===== src/rtl/ooo_types.sv =====
// ============================================================================
// Module      : ooo_types
// Description : Shared types for the out-of-order core's data-cache port.
// Revision    : 1.0 - initial release
// ============================================================================
`default_nettype none

package ooo_types;

    typedef enum logic [1:0] {
        IDLE       = 2'd0,
        LOAD_BUSY  = 2'd1,
        STORE_BUSY = 2'd2,
        LOAD_DRAIN = 2'd3
    } arb_state_t;

    typedef struct packed {
        logic        read;
        logic        write;
        logic [31:0] address;
        logic [31:0] wdata;
        logic [3:0]  byte_enable;
    } dcache_req_t;

endpackage

`default_nettype wire


===== src/rtl/dcache_grant_logic.sv =====
// ============================================================================
// Module      : dcache_grant_logic
// Description : Load/store arbitration decision with starvation override.
// Revision    : 1.0 - initial release
// ============================================================================
`default_nettype none

module dcache_grant_logic #(
    parameter int STARVE_LIMIT = 4,
    parameter int CNT_W        = $clog2(STARVE_LIMIT + 1)
) (
    input  logic             ld_read,
    input  logic             st_write,
    input  logic             flush,
    input  logic [CNT_W-1:0] starve_cnt,
    output logic             grant_load,
    output logic             grant_store
);

    logic load_eligible;
    logic starved;

    // A flush kills any load issued this cycle; stores are already committed.
    assign load_eligible = ld_read && !flush;
    assign starved       = (starve_cnt == CNT_W'(STARVE_LIMIT));
    assign grant_load    = load_eligible && (!st_write || starved);
    assign grant_store   = st_write && !grant_load;

endmodule

`default_nettype wire


===== src/rtl/dcache_port_arbiter.sv =====
// ============================================================================
// Module      : dcache_port_arbiter
// Description : Shares the single data-cache port between loads and stores.
// Revision    : 1.0 - initial release
// ============================================================================
`default_nettype none

module dcache_port_arbiter
    import ooo_types::*;
#(
    parameter int STARVE_LIMIT = 4,
    parameter int CNT_W        = $clog2(STARVE_LIMIT + 1)
) (
    input  logic        clk,
    input  logic        rst,
    input  logic        flush,
    input  logic        ld_read,
    input  logic [31:0] ld_address,
    output logic        ld_resp,
    output logic [31:0] ld_rdata,
    input  logic        st_write,
    input  logic [31:0] st_address,
    input  logic [31:0] st_wdata,
    input  logic [3:0]  st_byte_enable,
    output logic        st_resp,
    output logic        mem_read,
    output logic        mem_write,
    output logic [31:0] mem_address,
    output logic [31:0] mem_wdata,
    output logic [3:0]  mem_byte_enable,
    input  logic [31:0] mem_rdata,
    input  logic        mem_resp
);

    arb_state_t       state;
    arb_state_t       state_next;
    logic [31:0]      addr_q;
    logic [31:0]      wdata_q;
    logic [3:0]       be_q;
    logic [CNT_W-1:0] starve_cnt;
    logic [CNT_W-1:0] starve_next;
    logic             grant_load;
    logic             grant_store;
    dcache_req_t      mem_req;

    dcache_grant_logic #(
        .STARVE_LIMIT (STARVE_LIMIT),
        .CNT_W        (CNT_W)
    ) u_grant (
        .ld_read     (ld_read),
        .st_write    (st_write),
        .flush       (flush),
        .starve_cnt  (starve_cnt),
        .grant_load  (grant_load),
        .grant_store (grant_store)
    );

    always_ff @(posedge clk) begin
        if (rst) begin
            state      <= IDLE;
            starve_cnt <= '0;
            addr_q     <= '0;
            wdata_q    <= '0;
            be_q       <= '0;
        end else begin
            state      <= state_next;
            starve_cnt <= starve_next;
            if (state == IDLE) begin
                if (grant_store) begin
                    addr_q  <= st_address;
                    wdata_q <= st_wdata;
                    be_q    <= st_byte_enable;
                end else if (grant_load) begin
                    addr_q  <= ld_address;
                    wdata_q <= '0;
                    be_q    <= 4'b1111;
                end
            end
        end
    end

    always_comb begin
        state_next  = state;
        starve_next = starve_cnt;
        mem_req     = '{read: 1'b0, write: 1'b0, address: 32'd0,
                        wdata: 32'd0, byte_enable: 4'b1111};
        ld_resp     = 1'b0;
        ld_rdata    = 32'd0;
        st_resp     = 1'b0;

        case (state)
            IDLE: begin
                if (flush || grant_load) begin
                    starve_next = '0;
                end else if (ld_read && grant_store &&
                             starve_cnt != CNT_W'(STARVE_LIMIT)) begin
                    starve_next = starve_cnt + CNT_W'(1);
                end
                if (grant_store) begin
                    state_next = STORE_BUSY;
                end else if (grant_load) begin
                    state_next = LOAD_BUSY;
                end
            end
            LOAD_BUSY: begin
                mem_req.read    = 1'b1;
                mem_req.address = addr_q;
                if (mem_resp) begin
                    ld_resp    = !flush;
                    ld_rdata   = flush ? 32'd0 : mem_rdata;
                    state_next = IDLE;
                end else if (flush) begin
                    state_next = LOAD_DRAIN;
                end
            end
            // The cache cannot abort a read, so the squashed load is waited out.
            LOAD_DRAIN: begin
                mem_req.read    = 1'b1;
                mem_req.address = addr_q;
                if (mem_resp) begin
                    state_next = IDLE;
                end
            end
            STORE_BUSY: begin
                mem_req.write       = 1'b1;
                mem_req.address     = addr_q;
                mem_req.wdata       = wdata_q;
                mem_req.byte_enable = be_q;
                if (mem_resp) begin
                    st_resp    = 1'b1;
                    state_next = IDLE;
                end
            end
            default: state_next = IDLE;
        endcase
    end

    assign mem_read        = mem_req.read;
    assign mem_write       = mem_req.write;
    assign mem_address     = mem_req.address;
    assign mem_wdata       = mem_req.wdata;
    assign mem_byte_enable = mem_req.byte_enable;

endmodule

`default_nettype wire


===== config.mk =====
export PLATFORM = sky130hd
export DESIGN_NAME = dcache_port_arbiter
export DESIGN_NICKNAME = d
export VERILOG_FILES = /design/src/rtl/ooo_types.sv /design/src/rtl/dcache_grant_logic.sv /design/src/rtl/dcache_port_arbiter.sv
export SDC_FILE = /design/constraint.sdc
export NUM_CORES = 1
export LEC_CHECK = 0
export CAP_MARGIN = 25
export CORE_MARGIN = 8
export CORE_UTILIZATION = 35
export CTS_BUF_LIST = sky130_fd_sc_hd__clkbuf_2 sky130_fd_sc_hd__clkbuf_4 sky130_fd_sc_hd__clkbuf_8
export DETAILED_ROUTE_END_ITERATION = 6
export PLACE_DENSITY = 0.79
export SETUP_SLACK_MARGIN = 0.1
export SYNTH_ARGS = -nofsm -noshare
export SYNTH_HDL_FRONTEND = slang
export SYNTH_SLANG_ARGS = --single-unit

===== constraint.sdc =====
create_clock -name clk -period 1.6 [get_ports clk]
set_input_delay 0.4 -clock clk [delete_from_list [all_inputs] [get_ports clk]]
set_output_delay 0.4 -clock clk [all_outputs]
set_load 0.005 [all_outputs]

==> flow_metrics.tcl, run 1 <==
set metrics [dict create \
    worstPathArrival_ns 1.58 \
    final_antenna_net_count 0 \
    clock_power_share_pct 27.8 \
    ir_drop_v 0.0005249 \
    final_area_um2 8031 \
    grt_usage_pct 21.44 \
    synthCells 483 \
    chipHeight_um 123.4 \
    layout.nets 904 \
    initial_core_util_pct 35.63 \
    finalHoldViolations 0 \
    drive_above_1_share_pct 47.85 \
    overflow 0 \
    synth_edf_count 0 \
    r2r_end "addr_q[20]$_SDFFE_PP0P_" \
    port_buffers 241 \
    worst_setup_path_start_kind "register" \
    die_w_um 123.4 \
    grt_pass1_wl_um 25620 \
    vias 4563 \
    fin_skew_ns 0.008128 \
    syn_area_per_cell_um2 8.352 \
    top_level_ports 242 \
    setup.worst_path.end_class "output port" \
    tightest_slew_ns 0.4578 \
    ys_seq_elements 73 \
    drt_wl_total_um 17530 \
    p_leak_nw 3.262 \
    async_flop_share_pct 0 \
    final_core_util_pct 70.94 \
    setup_viol 175 \
    fillCellCount 851 \
    slew_viol_final 0 \
    synth_ff_type "dfxtp_1" \
    min_period_over_period_pct 123.7 \
    hold_class "reg2reg" \
    relSlewSlack_pct 69.48 \
    post-place-ws_ns -0.7743 \
    period_minus_slack_ns 1.980 \
    r2r_cells 11 \
    syn_area_um2 4034 \
    drc 0 \
    p_sw_mw 1.678 \
    synthTopCellsByArea "dfxtp_1, and2_1, a211oi_2" \
    syn-num-nets 623 \
    post_drt_wl_per_cell_um 19.20 \
    max_freq_ghz 0.5051 \
    drtIter0Drc 185 \
    swShare_pct 29.02 \
    status "finished, violations left" \
    placed_area_um2 6693 \
    fp.dieArea_um2 15220 \
    dp_hpwl_um 11090 \
    critPathKind "reg2out" \
    synth_warnings 0 \
    synth_cell_types 34 \
    setup_ws_ns -0.3797 \
    crit-reg2reg-launch "state[0]$_SDFFE_PP0P_" \
    synth_top_area_share_pct 36.23 \
    num_rows 39 \
    grt_pass1_vias 4733 \
    areaGrowthSynthToFinish_pct 99.10 \
    seq_power_share_pct 35.4 \
    finalPower_mw 5.782 \
    ys_seq_area_share_pct 36.23 \
    root_buffer "clkbuf_8" \
    power_frac_comb_pct 36.8 \
    ctsHtreeMaxLevel 3 \
    tns_ns -43.88 \
    cts.sinks 73 \
    crit_end "ld_rdata[10]" \
    synth_common_cells "dfxtp_1, nand2_1, and2_1" \
    cts_buffer_depth 2 \
    cp.required_ns 1.20 \
    startpoint "state[0]$_SDFFE_PP0P_" \
    yosysMostFrequentCell "dfxtp_1" \
    violations "negative setup slack" \
    holdBufCountCts 0 \
    tritoncts "built" \
    path_clk_slew_ns 0.08 \
    clk_latency_ns 0.34 \
    synth_area_leader_cell "dfxtp_1" \
    p_int_mw 4.104 \
    rsz0062_at_grt "true" \
    avgViaCountPerCell 4.998 \
    drt_pass1_iterations 4 \
    antenna_found_initial 2 \
    coreArea_um2 11320 \
    r2r_slack_ns -0.31 \
    numCtsBuffers 9 \
    powerDensity_nw_per_um2 719.9 \
    worst-path-max-fanout 8 \
    grt_max_degree 74 \
    place_congestion 0.8008 \
    timing.max_cap.violations 0 \
]
==> metal layers <==
layer  routed length, um  track usage, %
met4                 241           4.515
met2                8970           38.29
met3                1490           7.352
met1                6815           24.17
met5                  13               0
==> layout make-up <==
class / instances / area [um2] / share of cell area [%]
repair buffers: 313 / 3538 / 44.06
multi-input cells: 365 / 2620 / 32.62
flip-flops and latches: 73 / 1466 / 18.26
well taps: 143 / 178.9 / 2.228
clock buffers: 9 / 123.9 / 1.542
clock inverters: 7 / 93.84 / 1.168
inverters: 2 / 7.507 / 0.09347
diodes: 1 / 2.502 / 0.03116
==> worst min path at each step <==
stage | start | to | slack (ns) | cells after the start
CTS | wdata_q[15]$_SDFFE_PP0P_ | wdata_q[15]$_SDFFE_PP0P_ | 0.45 | 2
detailed placement | wdata_q[15]$_SDFFE_PP0P_ | wdata_q[15]$_SDFFE_PP0P_ | 0.44 | 2
global placement | wdata_q[6]$_SDFFE_PP0P_ | wdata_q[6]$_SDFFE_PP0P_ | 0.43 | 2
finish | wdata_q[23]$_SDFFE_PP0P_ | wdata_q[23]$_SDFFE_PP0P_ | 0.46 | 2
floorplan | wdata_q[0]$_SDFFE_PP0P_ | wdata_q[0]$_SDFFE_PP0P_ | 0.43 | 2
global route | wdata_q[26]$_SDFFE_PP0P_ | wdata_q[26]$_SDFFE_PP0P_ | 0.48 | 2
==> cells in the final DEF, fill, tap and decap left out, types with 2 or more instances in the layout <==
cell             Yosys  final
clkdlybuf4s50_1      0    133
buf_6                3     80
dfxtp_1             73     71
nand2_1             68     68
and2_4               1     59
a21oi_2             33     46
nor2_1              37     37
a211oi_2            28     31
nor2b_1             34     25
a21oi_1             37     24
clkbuf_2             0     21
buf_12               4     20
nand3_1             30     18
buf_2                8     17
nand3_2              5     16
buf_4                4     16
buf_16               0     13
nor2b_2              1      9
clkbuf_8             0      9
and2_1              65      7
clkbuf_16            0      7
nand2b_4             0      4
o22ai_1              4      3
dlygate4sd2_1        0      3
inv_1                2      2
nand4b_1             2      2
ha_1                 2      2
bufinv_16            0      2
clkinv_2             0      2
clkinvlp_4           0      2
==> state kept, by name (all words and copies together) (netlist names) <==
signal      cells
addr_q         32
wdata_q        32
be_q            4
starve_cnt      3
state           2
==> critical path, cell delays in order (launching register included) <==
cell and delay (ns):
dfxtp_2 0.34, buf_6 0.10, and4bb_4 0.30, buf_6 0.15
buf_16 0.12, and2_4 0.14, buf_6 0.09
==> cell families after synthesis <==
logic type,count (synthesis),synth area share (%)
adder cells (fa/ha/maj),2,0.6202
flip-flops,73,36.23
AND/OR/NAND/NOR,251,32.51
buffers and inverters,45,7.537
AO/OA/AOI/OAI,112,23.11
==> repair_timing <==
item,CTS,global route
resized for setup,490,108
endpoints found under the setup margin,175,177
pin swaps,43,73
buffers inserted,21,9
cloned,13,7
==> through the flow <==
stage / hold WS [ns] / std cells
6_report: 0.4623 / 913
4_1_cts: 0.4511 / 897
5_1_grt: 0.4782 / 913
2_1_floorplan: 0.4273 / 483
3_3_place_gp: 0.4343 / 849
3_5_place_dp: 0.4393 / 849
==> power by group through the flow <==
| stage | combinational, mW | clock [mW] | sequential, mW |
|---|---|---|---|
| 2_1_floorplan | 0.752 | 0 | 2.06 |
| 3_3_place_gp | 1.48 | 0 | 2.07 |
| 3_5_place_dp | 1.51 | 0 | 2.08 |
| 4_1_cts | 1.89 | 1.66 | 2.04 |
| 5_1_grt | 2.27 | 1.73 | 2.06 |
| 6_report | 2.13 | 1.60 | 2.05 |
Note: power is estimated with default switching activity, not from simulation.
==> inputs of run 2 (changes only) <==
GPL_ROUTABILITY_DRIVEN = 0   (was unset)
==> results of run 2 <==
Same layout as run 1: the final DEF is identical, and so are final timing and power.
